==> src/rtl/id_ex_issue_pkg.sv <==
// Shared function-code constants and the EX register layout for the issue stage
// and the ALU control logic.
package id_ex_issue_pkg;

  localparam logic [5:0] FN_BUBBLE = 6'd0;
  localparam logic [5:0] FN_SRL    = 6'd2;
  localparam logic [5:0] FN_MFHI   = 6'd16;
  localparam logic [5:0] FN_MFLO   = 6'd18;
  localparam logic [5:0] FN_DIVU   = 6'd27;
  localparam logic [5:0] FN_ADD    = 6'd32;
  localparam logic [5:0] FN_SUB    = 6'd34;
  localparam logic [5:0] FN_AND    = 6'd36;
  localparam logic [5:0] FN_OR     = 6'd37;
  localparam logic [5:0] FN_SLT    = 6'd42;

  typedef struct packed {
    logic [5:0]  signal;
    logic [31:0] dataA;
    logic [31:0] dataB;
    logic [4:0]  rd;
    logic        regWrite;
  } exReg_t;

  function automatic logic isDivu(input logic [5:0] funct);
    return funct == FN_DIVU;
  endfunction

endpackage

==> src/rtl/id_ex_issue_if.sv <==
// Decode-to-EX bus: decoded operands in, EX register contents and stall status out.
interface id_ex_issue_if;

  logic        id_valid;
  logic [5:0]  id_funct;
  logic [31:0] id_rs_data;
  logic [31:0] id_rt_data;
  logic [4:0]  id_shamt;
  logic [4:0]  id_rd;
  logic        id_reg_write;
  logic        flush;
  logic        ex_hold;
  logic        id_stall;
  logic [5:0]  ex_signal;
  logic [31:0] ex_dataA;
  logic [31:0] ex_dataB;
  logic [4:0]  ex_rd;
  logic        ex_reg_write;
  logic        div_busy;

  modport master (
    output id_valid, id_funct, id_rs_data, id_rt_data, id_shamt, id_rd, id_reg_write,
           flush, ex_hold,
    input  id_stall, ex_signal, ex_dataA, ex_dataB, ex_rd, ex_reg_write, div_busy
  );

  modport slave (
    input  id_valid, id_funct, id_rs_data, id_rt_data, id_shamt, id_rd, id_reg_write,
           flush, ex_hold,
    output id_stall, ex_signal, ex_dataA, ex_dataB, ex_rd, ex_reg_write, div_busy
  );

endinterface

==> src/rtl/id_ex_issue_div_window_counter.sv <==
// Down-counter covering the divider's busy window; cannot be aborted once loaded.
module div_window_counter #(
  parameter int DIV_CYCLES = 37,
  parameter int CNT_W      = 6
) (
  input  logic             clk,
  input  logic             reset,
  input  logic             load,
  output logic             busy,
  output logic [CNT_W-1:0] count
);

  always_ff @(posedge clk or negedge reset) begin
    if (!reset)               count <= '0;
    else if (load)            count <= CNT_W'(DIV_CYCLES);
    else if (count != '0)     count <= count - CNT_W'(1);
  end

  assign busy = (count != '0);

endmodule

==> src/rtl/id_ex_issue.sv <==
// ID/EX issue register with divider structural-hazard interlock, flush and hold.
module id_ex_issue
  import id_ex_issue_pkg::*;
#(
  parameter int DIV_CYCLES = 37,
  parameter int CNT_W      = 6
) (
  input  logic          clk,
  input  logic          reset,
  id_ex_issue_if.slave  bus
);

  exReg_t           exQ;
  exReg_t           decoded;
  logic             divBusy;
  logic             divLoad;
  logic [CNT_W-1:0] busyCnt;

  // ALU complex swaps SRL operands itself, so shamt goes on A unswapped.
  always_comb begin
    decoded          = '0;
    decoded.signal   = bus.id_funct;
    decoded.dataA    = (bus.id_funct == FN_SRL) ? {27'b0, bus.id_shamt} : bus.id_rs_data;
    decoded.dataB    = bus.id_rt_data;
    decoded.rd       = bus.id_rd;
    decoded.regWrite = bus.id_reg_write & ~isDivu(bus.id_funct);
  end

  // A DIVU opens the window only when it actually lands in EX.
  assign divLoad = bus.id_valid & isDivu(bus.id_funct) & ~bus.flush & ~bus.ex_hold & ~divBusy;

  div_window_counter #(
    .DIV_CYCLES (DIV_CYCLES),
    .CNT_W      (CNT_W)
  ) uDivWin (
    .clk   (clk),
    .reset (reset),
    .load  (divLoad),
    .busy  (divBusy),
    .count (busyCnt)
  );

  always_ff @(posedge clk or negedge reset) begin
    if (!reset)             exQ <= '0;
    else if (bus.flush)     exQ <= '0;
    else if (bus.ex_hold)   exQ <= exQ;
    else if (divBusy)       exQ <= '0;
    else if (bus.id_valid)  exQ <= decoded;
    else                    exQ <= '0;
  end

  assign bus.ex_signal    = exQ.signal;
  assign bus.ex_dataA     = exQ.dataA;
  assign bus.ex_dataB     = exQ.dataB;
  assign bus.ex_rd        = exQ.rd;
  assign bus.ex_reg_write = exQ.regWrite;
  assign bus.div_busy     = divBusy;
  assign bus.id_stall     = divBusy | bus.ex_hold;

  busyMatchesCount: assert property (@(posedge clk) disable iff (!reset)
    divBusy == (busyCnt != '0));

endmodule

==> src/flat_wrapper.sv <==
// flat-port wrapper written by rule: the top's interface ports become plain ports
module id_ex_issue_flat import id_ex_issue_pkg::*;
#(
  parameter int DIV_CYCLES = 37,
  parameter int CNT_W      = 6
)
  (clk, reset, bus_id_valid, bus_id_funct, bus_id_rs_data, bus_id_rt_data, bus_id_shamt, bus_id_rd, bus_id_reg_write, bus_flush, bus_ex_hold, bus_id_stall, bus_ex_signal, bus_ex_dataA, bus_ex_dataB, bus_ex_rd, bus_ex_reg_write, bus_div_busy);
  id_ex_issue_if bus_i ();
  input  logic clk;
  input  logic reset;
  input wire logic [$bits(bus_i.id_valid)-1:0] bus_id_valid;
  input wire logic [$bits(bus_i.id_funct)-1:0] bus_id_funct;
  input wire logic [$bits(bus_i.id_rs_data)-1:0] bus_id_rs_data;
  input wire logic [$bits(bus_i.id_rt_data)-1:0] bus_id_rt_data;
  input wire logic [$bits(bus_i.id_shamt)-1:0] bus_id_shamt;
  input wire logic [$bits(bus_i.id_rd)-1:0] bus_id_rd;
  input wire logic [$bits(bus_i.id_reg_write)-1:0] bus_id_reg_write;
  input wire logic [$bits(bus_i.flush)-1:0] bus_flush;
  input wire logic [$bits(bus_i.ex_hold)-1:0] bus_ex_hold;
  output wire logic [$bits(bus_i.id_stall)-1:0] bus_id_stall;
  output wire logic [$bits(bus_i.ex_signal)-1:0] bus_ex_signal;
  output wire logic [$bits(bus_i.ex_dataA)-1:0] bus_ex_dataA;
  output wire logic [$bits(bus_i.ex_dataB)-1:0] bus_ex_dataB;
  output wire logic [$bits(bus_i.ex_rd)-1:0] bus_ex_rd;
  output wire logic [$bits(bus_i.ex_reg_write)-1:0] bus_ex_reg_write;
  output wire logic [$bits(bus_i.div_busy)-1:0] bus_div_busy;
  assign bus_i.id_valid = bus_id_valid;
  assign bus_i.id_funct = bus_id_funct;
  assign bus_i.id_rs_data = bus_id_rs_data;
  assign bus_i.id_rt_data = bus_id_rt_data;
  assign bus_i.id_shamt = bus_id_shamt;
  assign bus_i.id_rd = bus_id_rd;
  assign bus_i.id_reg_write = bus_id_reg_write;
  assign bus_i.flush = bus_flush;
  assign bus_i.ex_hold = bus_ex_hold;
  assign bus_id_stall = bus_i.id_stall;
  assign bus_ex_signal = bus_i.ex_signal;
  assign bus_ex_dataA = bus_i.ex_dataA;
  assign bus_ex_dataB = bus_i.ex_dataB;
  assign bus_ex_rd = bus_i.ex_rd;
  assign bus_ex_reg_write = bus_i.ex_reg_write;
  assign bus_div_busy = bus_i.div_busy;
  id_ex_issue #(.DIV_CYCLES(DIV_CYCLES), .CNT_W(CNT_W)) u_core (.clk(clk), .reset(reset), .bus(bus_i));
endmodule
==> config.mk <==
export PLATFORM = sky130hd
export DESIGN_NAME = id_ex_issue_flat
export DESIGN_NICKNAME = d
export VERILOG_FILES = /design/src/rtl/id_ex_issue_pkg.sv /design/src/rtl/id_ex_issue_if.sv /design/src/rtl/id_ex_issue_div_window_counter.sv /design/src/rtl/id_ex_issue.sv /design/src/flat_wrapper.sv
export SDC_FILE = /design/constraint.sdc
export NUM_CORES = 1
export LEC_CHECK = 0
export CAP_MARGIN = 5
export CORE_ASPECT_RATIO = 1.2
export CORE_MARGIN = 1.5
export CORE_UTILIZATION = 35
export CTS_CLUSTER_SIZE = 14
export DETAILED_ROUTE_END_ITERATION = 7
export GPL_TIMING_DRIVEN = 0
export MAX_ROUTING_LAYER = met4
export PLACE_DENSITY = 0.73
export SETUP_SLACK_MARGIN = 0.15
export SYNTH_ARGS = -nofsm -noshare
export SYNTH_HDL_FRONTEND = slang
export SYNTH_SLANG_ARGS = --single-unit
==> constraint.sdc <==
create_clock -name clk -period 1.85 [get_ports clk]
set_clock_uncertainty 0.2 [all_clocks]
set_input_delay 0.185 -clock clk [delete_from_list [all_inputs] [get_ports clk]]
set_output_delay 0.185 -clock clk [all_outputs]
set_load 0.01 [all_outputs]
; ---- Word level (Yosys, flattened, before mapping)
; Cells that the tools add are included.
[word_totals]
regBits = 82
input_bits = 86
[op_classes]
reduce_logical = 2
n_addsub = 1
n_eq_ne = 3
muxes = 7
bitwise = 10
[op_table]
columns = operator, count
row1 = 76-bit 2-to-1 mux, 4
row2 = 32-bit 2-to-1 mux, 1
row3 = 6-bit 2-to-1 mux, 2
row4 = 6-bit by 2-bit equality test with 1-bit output (second input constant), 1
row5 = 6-bit by 5-bit equality test with 1-bit output (second input constant), 1
row6 = 6-bit nonzero test, 1
row7 = 6-bit by 1-bit subtractor with 6-bit output (second input constant), 1
row8 = 1-bit AND, 5
row9 = 1-bit inverter, 4
row10 = 2-bit != test (second input constant), 1
row11 = 2-bit nonzero test, 1
row12 = 1-bit bitwise OR, 1

; ---- Depth between registers and ports, before layout
; Gate-level depths: netlist (run 1).
[logic_depth]
depth_word = 7
depth_mapped = 8

; ---- Cells and area by module
; A second synthesis (run 1) with hierarchy kept.
[hier_totals]
cells_unflattened = 223
hier_area_um2 = 3154.3
[by_module_without_submodules]
columns = mod, instances, area_per_inst_um2, seq_area_each_um2, cells_each
row1 = id_ex_issue, 1, 2825.2, 1901.8, 192
row2 = div_window_counter, 1, 329.1, 150.1, 31

; ---- Worst setup path before layout (run 1)
; No wires, ideal clock.
[synth_path]
kind = register to register
start = register u_core.uDivWin.count[0]
end = register u_core.exQ, in the netlist u_core.bus.ex_dataA[0]
setup_time_ns = 0.065
path_stages_with_launch = 9
t_arrival_ns = 1.785
path_slack_ns = -0.200
synth_period_minus_slack_ns = 2.050
path_buffers = 1
required_ns = 1.585
cell_sequence = dfrtp_1 inv_1 ha_1 nor2b_1 and2_1 inv_1 nor2_1 buf_2 a22o_1
[synth_via]
elab_chain_len = 4
[synth_rtl]
columns = item, line
row1 = start: declaration, id_ex_issue_div_window_counter.sv:10  ; output logic [CNT_W-1:0] count
row2 = start signal: assignment, id_ex_issue_div_window_counter.sv:15  ; else if (load) count <= CNT_W'(DIV_CYCLES);
row3 = start signal: assignment, id_ex_issue_div_window_counter.sv:16  ; else if (count != '0) count <= count - CNT_W'(1);
row4 = 6-bit nonzero test, id_ex_issue_div_window_counter.sv:19  ; assign busy = (count != '0);
row5 = net bus_div_busy, flat_wrapper.sv:26  ; output wire logic [$bits(bus_i.div_busy)-1:0] bus_div_busy;
row6 = 76-bit 2-to-1 mux, id_ex_issue.sv:47  ; else if (divBusy) exQ <= '0;
row7 = 76-bit 2-to-1 mux, id_ex_issue.sv:46  ; else if (bus.ex_hold) exQ <= exQ;
row8 = 76-bit 2-to-1 mux, id_ex_issue.sv:45  ; else if (bus.flush) exQ <= '0;
row9 = end signal: assignment, id_ex_issue.sv:46
row10 = end signal: assignment, id_ex_issue.sv:48  ; else if (bus.id_valid) exQ <= decoded;
row11 = end: declaration, id_ex_issue.sv:13  ; exReg_t exQ;
; The timed path passes the listed nets, and every way through them passes these cells. The select of a mux whose other input is x is not followed.
; A chain may end at the register's enable or synchronous reset.

; ---- Worst setup path in the final report (run 1)
[layout_path]
start = register u_core.uDivWin.count[1]
end = register u_core.exQ, in the netlist u_core.bus.ex_dataB[9]
[layout_via]
elab_chain_len = 4
[layout_rtl]
columns = item, line
row1 = 6-bit nonzero test, id_ex_issue_div_window_counter.sv:19
row2 = 76-bit 2-to-1 mux, id_ex_issue.sv:47
row3 = 76-bit 2-to-1 mux, id_ex_issue.sv:46
row4 = 76-bit 2-to-1 mux, id_ex_issue.sv:45
; Every way passes these cells. The select of a mux whose other input is x is not followed.

==> impl_metrics.env, run 1 <==
export IMPL_fin_nets=520
export IMPL_ctsHtreeMaxLevel=3
export IMPL_min_period_over_period=1.010
export IMPL_leakage_uw=0.002567
export IMPL_setup_ws_ns=-0.01843
export IMPL_synthesis_area_um2=3078
export IMPL_syn_to_final_growth_pct=83.37
export IMPL_cts_made_buffers=9
export IMPL_fp_dieArea_um2=9368
export IMPL_startpoint_type="flop"
export IMPL_diodes=0
export IMPL_synth_seq_cells=82
export IMPL_cts_tree="built"
export IMPL_use_met1=0.2524
export IMPL_top_usage_layer="met2"
export IMPL_antenna_found_initial=0
export IMPL_hold_violations=0
export IMPL_layout_drive_gt1_share=0.1963
export IMPL_outcome="finished, violations left"
export IMPL_slew_viol_final=0
export IMPL_met3_usage=0.03759
export IMPL_whs_ns=0.1243
export IMPL_design_core_area_um2=8564
export IMPL_violations="negative setup slack"
export IMPL_synth_cell_types=26
export IMPL_grt_util_met2=0.3522
export IMPL_yosysWarnings=0
export IMPL_synth_area_leaders="dfrtp_1 (67%), a22o_1 (20%), nor3_1 (1.5%)"
export IMPL_vias=2753
export IMPL_worst_pin_slew_ns=0.5644
export IMPL_powerDensity_nw_per_um2=768.5
export IMPL_syn_avg_cell_area_um2=13.80
export IMPL_post_dp_hpwl_um=6427
export IMPL_post_drt_wl_per_cell_um=17.01
export IMPL_start_util=0.3594
export IMPL_die_w_um=88.61
export IMPL_drc=0
export IMPL_crit_fanout=7
export IMPL_finalSetupViolCount=8
export IMPL_final_area_um2=5644
export IMPL_power_uw=4337
export IMPL_via_per_inst=4.960
export IMPL_synth_area_leader_cell="dfrtp_1"
export IMPL_dr_pass1_iters=4
export IMPL_grt_pass1_wl_um=14430
export IMPL_yosysSeqAreaShare=0.6667
export IMPL_grt_use_total=0.2071
export IMPL_place_port_buffers=163
export IMPL_routed_wl_um=9443
export IMPL_place_gp_congestion=0.7860
export IMPL_synth_top_cell_area_share=0.6667
export IMPL_drv_cap=0
export IMPL_rows=37
export IMPL_critPathKind="flop to flop"
export IMPL_syn_nets=310
export IMPL_ant_nets=0
export IMPL_slew_headroom=0.6237
export IMPL_rsz0062_at_grt="true"
export IMPL_grt_start_max_net_pins=46
export IMPL_period_needed_ns=1.868
export IMPL_drt_iter0_markers=107
export IMPL_synth_edf_count=0
export IMPL_ys_async_sr_fraction=1.000
export IMPL_fp_dieH_um=105.7
export IMPL_clock_tree_root_cell="clkbuf_8"
export IMPL_tns_ns=-0.07873
export IMPL_peakVddDrop_uv=391.5
export IMPL_place_area_um2=4943
export IMPL_fmax_mhz=535.2
export IMPL_synthCells=223
export IMPL_arrival_ns=1.90
export IMPL_clkLatencyLatePin_ns=0.34
export IMPL_grt_pass1_vias=2921
export IMPL_clkTransAtPathRegs_ns=0.09
export IMPL_worstHoldPathType="input port to flop"
export IMPL_final_util=0.6590
export IMPL_end_kind="flop"
export IMPL_worstPathRequired_ns=1.88
export IMPL_io_pins=164
export IMPL_ys_flop_type="dfrtp_1"
export IMPL_overflow=0
export IMPL_clockBufferDepth=2
export IMPL_cts_num_sinks=82
state kept, by name, summed over array words and instances (netlist names):
name and flops:
u_core.bus.ex_dataA 32, u_core.bus.ex_dataB 32, u_core.bus.ex_signal 6, u_core.uDivWin.count 6, u_core.bus.ex_rd 5, u_core.bus.ex_reg_write 1
metrics by stage:
| step | setup slack (ns) | instances |
|---|---|---|
| 2_1_floorplan | -0.1257 | 223 |
| 3_3_place_gp | -2.434 | 503 |
| 3_5_place_dp | -0.7109 | 504 |
| 4_1_cts | -0.02193 | 547 |
| 5_1_grt | -0.05577 | 555 |
| 6_report | -0.01843 | 555 |
cells by family after synthesis:
group,synth area share
AO/OA/AOI/OAI,0.2248
XOR/XNOR,0.005692
adder cells (fa/ha/maj),0.004064
buffers and inverters,0.03333
flip-flops,0.6667
multiplexers,0.003658
AND/OR/NAND/NOR,0.06179
synthesized netlist by cell type, types with 2 or more instances:
master and count:
nor2_1 7, nor3_1 9, nand3_1 3, buf_2 7, xnor2_1 2, clkbuf_1 8
dfrtp_1 82, nor2b_1 3, o21ai_0 2, nand2b_1 2, inv_1 7, a221o_1 4
nand2_1 3, a22o_1 72
layer usage:
metal | share of wire | vias up
li1 | - | 1268
met2 | 0.51 | 93
met1 | 0.42 | 1377
met5 | 0 | -
met4 | 0.017 | 0
met3 | 0.055 | 15
worst max-delay path, stage by stage (launching register included):
cell and delay [ns]:
dfrtp_1 0.38, inv_2 0.05, ha_4 0.16, nor2b_4 0.12
and2_4 0.16, inv_4 0.08, nor2_4 0.05, buf_12 0.14
buf_12 0.12, buf_16 0.12, a22o_1 0.17
power breakdown:
part | internal, uW | switching (uW) | leakage [uW] | total (uW)
Sequential | 1890 | 113 | 0.00113 | 2010
Combinational | 574 | 399 | 0.00133 | 973
Clock | 677 | 681 | 0.000101 | 1360
worst paths after layout:
kind	startpoint	slack, ns	endpoint	cells after the start
hold / removal	bus_id_funct[5]	0.12	u_core.bus.ex_reg_write	5
min in group asynchronous	reset	0.16	u_core.bus.ex_dataA[12]	2
max in group asynchronous	reset	0.67	u_core.bus.ex_signal[3]	3
hold reg to reg	u_core.bus.ex_dataB[4]	0.31	u_core.bus.ex_dataB[4]	1
setup / recovery	u_core.uDivWin.count[1]	-0.02	u_core.bus.ex_dataB[9]	10
setup reg to reg	u_core.uDivWin.count[1]	-0.02	u_core.bus.ex_dataB[9]	10
placed cells by master (no fill, tap or decap), drive strengths merged:
| cell | synthesis | layout |
|---|---|---|
| clkdlybuf4s50 | 0 | 152 |
| dfrtp | 82 | 82 |
| a22o | 72 | 72 |
| buf | 8 | 44 |
| clkbuf | 8 | 17 |
| inv | 7 | 9 |
| nor3 | 9 | 9 |
| dlygate4sd3 | 0 | 7 |
| nor2 | 7 | 7 |
| dlymetal6s2s | 0 | 5 |
| a221o | 4 | 4 |
| nor2b | 4 | 4 |
| nand2 | 3 | 3 |
| nand3 | 3 | 3 |
| nand2b | 2 | 2 |
| o21ai | 2 | 2 |
| xnor2 | 2 | 2 |
| clkinvlp | 0 | 2 |
| or3b | 2 | 2 |
| and2 | 1 | 1 |
| nor4b | 1 | 1 |
| or4 | 1 | 1 |
| mux2 | 1 | 1 |
| nand3b | 1 | 1 |
| o22ai | 1 | 1 |
| a21oi | 1 | 1 |
| ha | 1 | 1 |
| bufinv | 0 | 1 |
| clkinv | 0 | 1 |
area by class of cell:
cell class / count / area, um2
fill: 636 / 2920
sequential: 82 / 2052
timing repair buffer: 199 / 2038
multi-input combinational: 118 / 1035
tap: 117 / 146.4
clock buffer: 10 / 137.6
buffer: 16 / 132.6
clock inverter: 6 / 73.82
inverter: 7 / 28.78
timing repair:
action                     4_1_cts  5_1_grt
buffers inserted                17        5
hold buffers                     4        3
setup endpoints to repair       80       85
resized for setup               49       25
pin swaps                       18       17
hold endpoints to repair        47        3
gates cloned                     6        0
No activity file was read; power rests on OpenSTA's default activity.
==> run 2, diff against run 1 <==
ABC_CLOCK_PERIOD_IN_PS = 1850   (was default)
CORE_ASPECT_RATIO = default   (was 1.2)
TNS_END_PERCENT = 100   (was default)
==> run 2 against run 1 <==
Against the previous run: the flow still finishes with violations (negative setup slack); core utilization down 0.25 points; via count down 1.7%; worst setup slack worse by 0.016 ns; combinational power increased by 0.5%; count of clock-buffer cells in the layout unchanged; cell count down 1.4%; flip-flop and latch count unchanged; non-clock buffer count rose by 2; die area barely moved; largest power group unchanged; register-to-register slack barely moved; first-iteration DRC count is 54% lower; power is 0.12% higher.
==> impl_metrics.env, run 2 (same netlist as run 1, synthesis figures left out) <==
export IMPL_vias=2706
export IMPL_post_drt_wl_per_cell_um=16.93
export IMPL_slew_headroom=0.6707
export IMPL_clkLatencyLatePin_ns=0.33
export IMPL_rsz0062_at_grt="true"
export IMPL_syn_to_final_growth_pct=84.19
export IMPL_routed_wl_met3_um=404
export IMPL_overflow=0
export IMPL_clock_tree_root_cell="clkbuf_8"
export IMPL_switching_share=0.2578
export IMPL_rows=34
export IMPL_start_util=0.3564
export IMPL_power_frac_seq=0.457
export IMPL_drc=0
export IMPL_leakage_uw=0.002549
export IMPL_min_period_over_period=1.019
export IMPL_drt_iter0_markers=49
export IMPL_end_kind="flop"
export IMPL_antenna_found_initial=0
export IMPL_slew_viol_final=0
export IMPL_regArea_um2=2052
export IMPL_n_fill_cell=676
export IMPL_wl_met1_um=4209
export IMPL_place_gp_congestion=0.8164
export IMPL_ant_nets=0
export IMPL_worstHoldPathType="input port to asynchronous set/reset pin"
export IMPL_place_port_buffers=163
export IMPL_ctsHtreeMaxLevel=3
export IMPL_final_common_cell="clkdlybuf4s50_1"
export IMPL_p_int_uw=3223
export IMPL_power_switching_uw=1120
export IMPL_grt_start_max_net_pins=50
export IMPL_powerDensity_nw_per_um2=766.0
export IMPL_crit_fanout=6
export IMPL_layout_drive_gt1_share=0.1982
export IMPL_place_area_um2=4940
export IMPL_dr_pass1_iters=4
export IMPL_post_dp_hpwl_um=6004
export IMPL_p_clk_frac=0.318
export IMPL_io_pins=164
export IMPL_diodes=0
export IMPL_fin_nets=522
export IMPL_drv_cap=0
export IMPL_setup_ws_ns=-0.03457
export IMPL_top_layer_used="met4"
export IMPL_critPathKind="input port to flop"
export IMPL_arrival_ns=1.90
export IMPL_comb_power_share=0.225
export IMPL_clockBufferDepth=2
export IMPL_hold_violations=0
export IMPL_final_cell_mix="clkdlybuf4s50_1 (155), dfrtp_1 (82), a22o_1 (72)"
export IMPL_design_core_area_um2=8636
export IMPL_fp_dieH_um=96.78
export IMPL_worstPathRequired_ns=1.86
export IMPL_startpoint_type="input port"
export IMPL_grt_pass1_wl_um=14880
export IMPL_violations="negative setup slack"
export IMPL_cts_made_buffers=9
export IMPL_final_area_um2=5669
export IMPL_via_per_inst=4.947
export IMPL_wl_met2_um=4555
export IMPL_finalSetupViolCount=19
export IMPL_cts_tree="built"
export IMPL_routed_wl_um=9263
export IMPL_clkTransAtPathRegs_ns=0.08
export IMPL_whs_ns=0.1420
export IMPL_cts_num_sinks=82
export IMPL_period_needed_ns=1.885
export IMPL_multi_input_area_um2=1022
export IMPL_worst_pin_slew_ns=0.4940
export IMPL_outcome="finished, violations left"
export IMPL_fmax_mhz=530.6
export IMPL_grt_pass1_vias=2913
export IMPL_grt_use_total=0.2012
export IMPL_die_w_um=96.78
export IMPL_fp_dieArea_um2=9365
export IMPL_peakVddDrop_uv=379.2
-- run 2: cell types whose count changed in the layout (fill, tap and decap cells not counted), sizes merged, moves of 2 or more --
| cell | delta |
|---|---|
| dlygate4sd3 | -2 |
| buf | +3 |
| clkdlybuf4s50 | +3 |
| inv | -2 |
| dlymetal6s2s | -3 |
-- run 2: path summary, 6_finish.rpt --
path	start	end	slack (ns)	depth (start not counted)
setup / recovery	bus_id_funct[0]	u_core.bus.ex_dataA[4]	-0.03	6
hold / removal	reset	u_core.bus.ex_dataB[9]	0.14	2
setup reg to reg	u_core.uDivWin.count[1]	u_core.bus.ex_dataB[4]	-0.02	10
hold reg to reg	u_core.bus.ex_dataB[21]	u_core.bus.ex_dataB[21]	0.31	1
max in group asynchronous	reset	u_core.uDivWin.count[4]	0.70	3
min in group clk	bus_id_funct[5]	u_core.uDivWin.count[1]	0.19	5
-- run 2: what timing repair did --
action,CTS,global route
buffers inserted,21,5
pin swaps,17,16
endpoints found under the hold margin,68,1
setup endpoints to repair,82,82
hold buffers,4,1
cloned,5,1
gates resized for setup,56,13
-- run 2: cell type report --
| class | instances | share of cell area |
|---|---|---|
| inverters | 7 | 0.005518 |
| repair buffers | 201 | 0.3670 |
| multi-input cells | 118 | 0.1803 |
| flip-flops and latches | 82 | 0.3620 |
| clock inverters | 5 | 0.01412 |
| well taps | 108 | 0.02384 |
| clock buffers | 10 | 0.02251 |
| plain buffers | 16 | 0.02472 |
-- run 2: stage by stage --
| step | power, uW | worst slack (ns) | utilization | cells | setup TNS, ns |
|---|---|---|---|---|---|
| final | 4343 | -0.03457 | 0.6565 | 547 | -0.2485 |
| after global routing | 4540 | -0.1120 | 0.6565 | 547 | -4.975 |
| after CTS | 4311 | -0.03697 | 0.6456 | 540 | -0.1215 |
| after detailed placement | 2751 | -0.7022 | 0.5720 | 495 | -35.17 |
| after global placement | 2722 | -2.460 | 0.5691 | 494 | -235.01 |
| after floorplan | 2351 | -0.1257 | - | 223 | -1.621 |
-- run 2: per-layer routing --
| layer | vias to the layer above | global-route usage |
|---|---|---|
| met3 | 8 | 0.04335 |
| li1 | 1268 | - |
| met5 | - | - |
| met2 | 96 | 0.3265 |
| met4 | 0 | 0.05909 |
| met1 | 1334 | 0.2546 |
-- run 2: worst max-delay path, stage by stage --
cell and delay [ns]:
clkdlybuf4s50_1 0.44, or4_4 0.53, buf_6 0.14, nor2b_4 0.15, buf_6 0.14, a221o_1 0.30
-- run 2: power by group through the flow --
stage               Sequential (uW)  Combinational [uW]  Clock [uW]
finish                         1990                 978        1380
global route                   2000                1050        1490
CTS                            1980                 922        1410
detailed placement             2010                 739           0
global placement               2010                 714           0
floorplan                      2020                 335           0
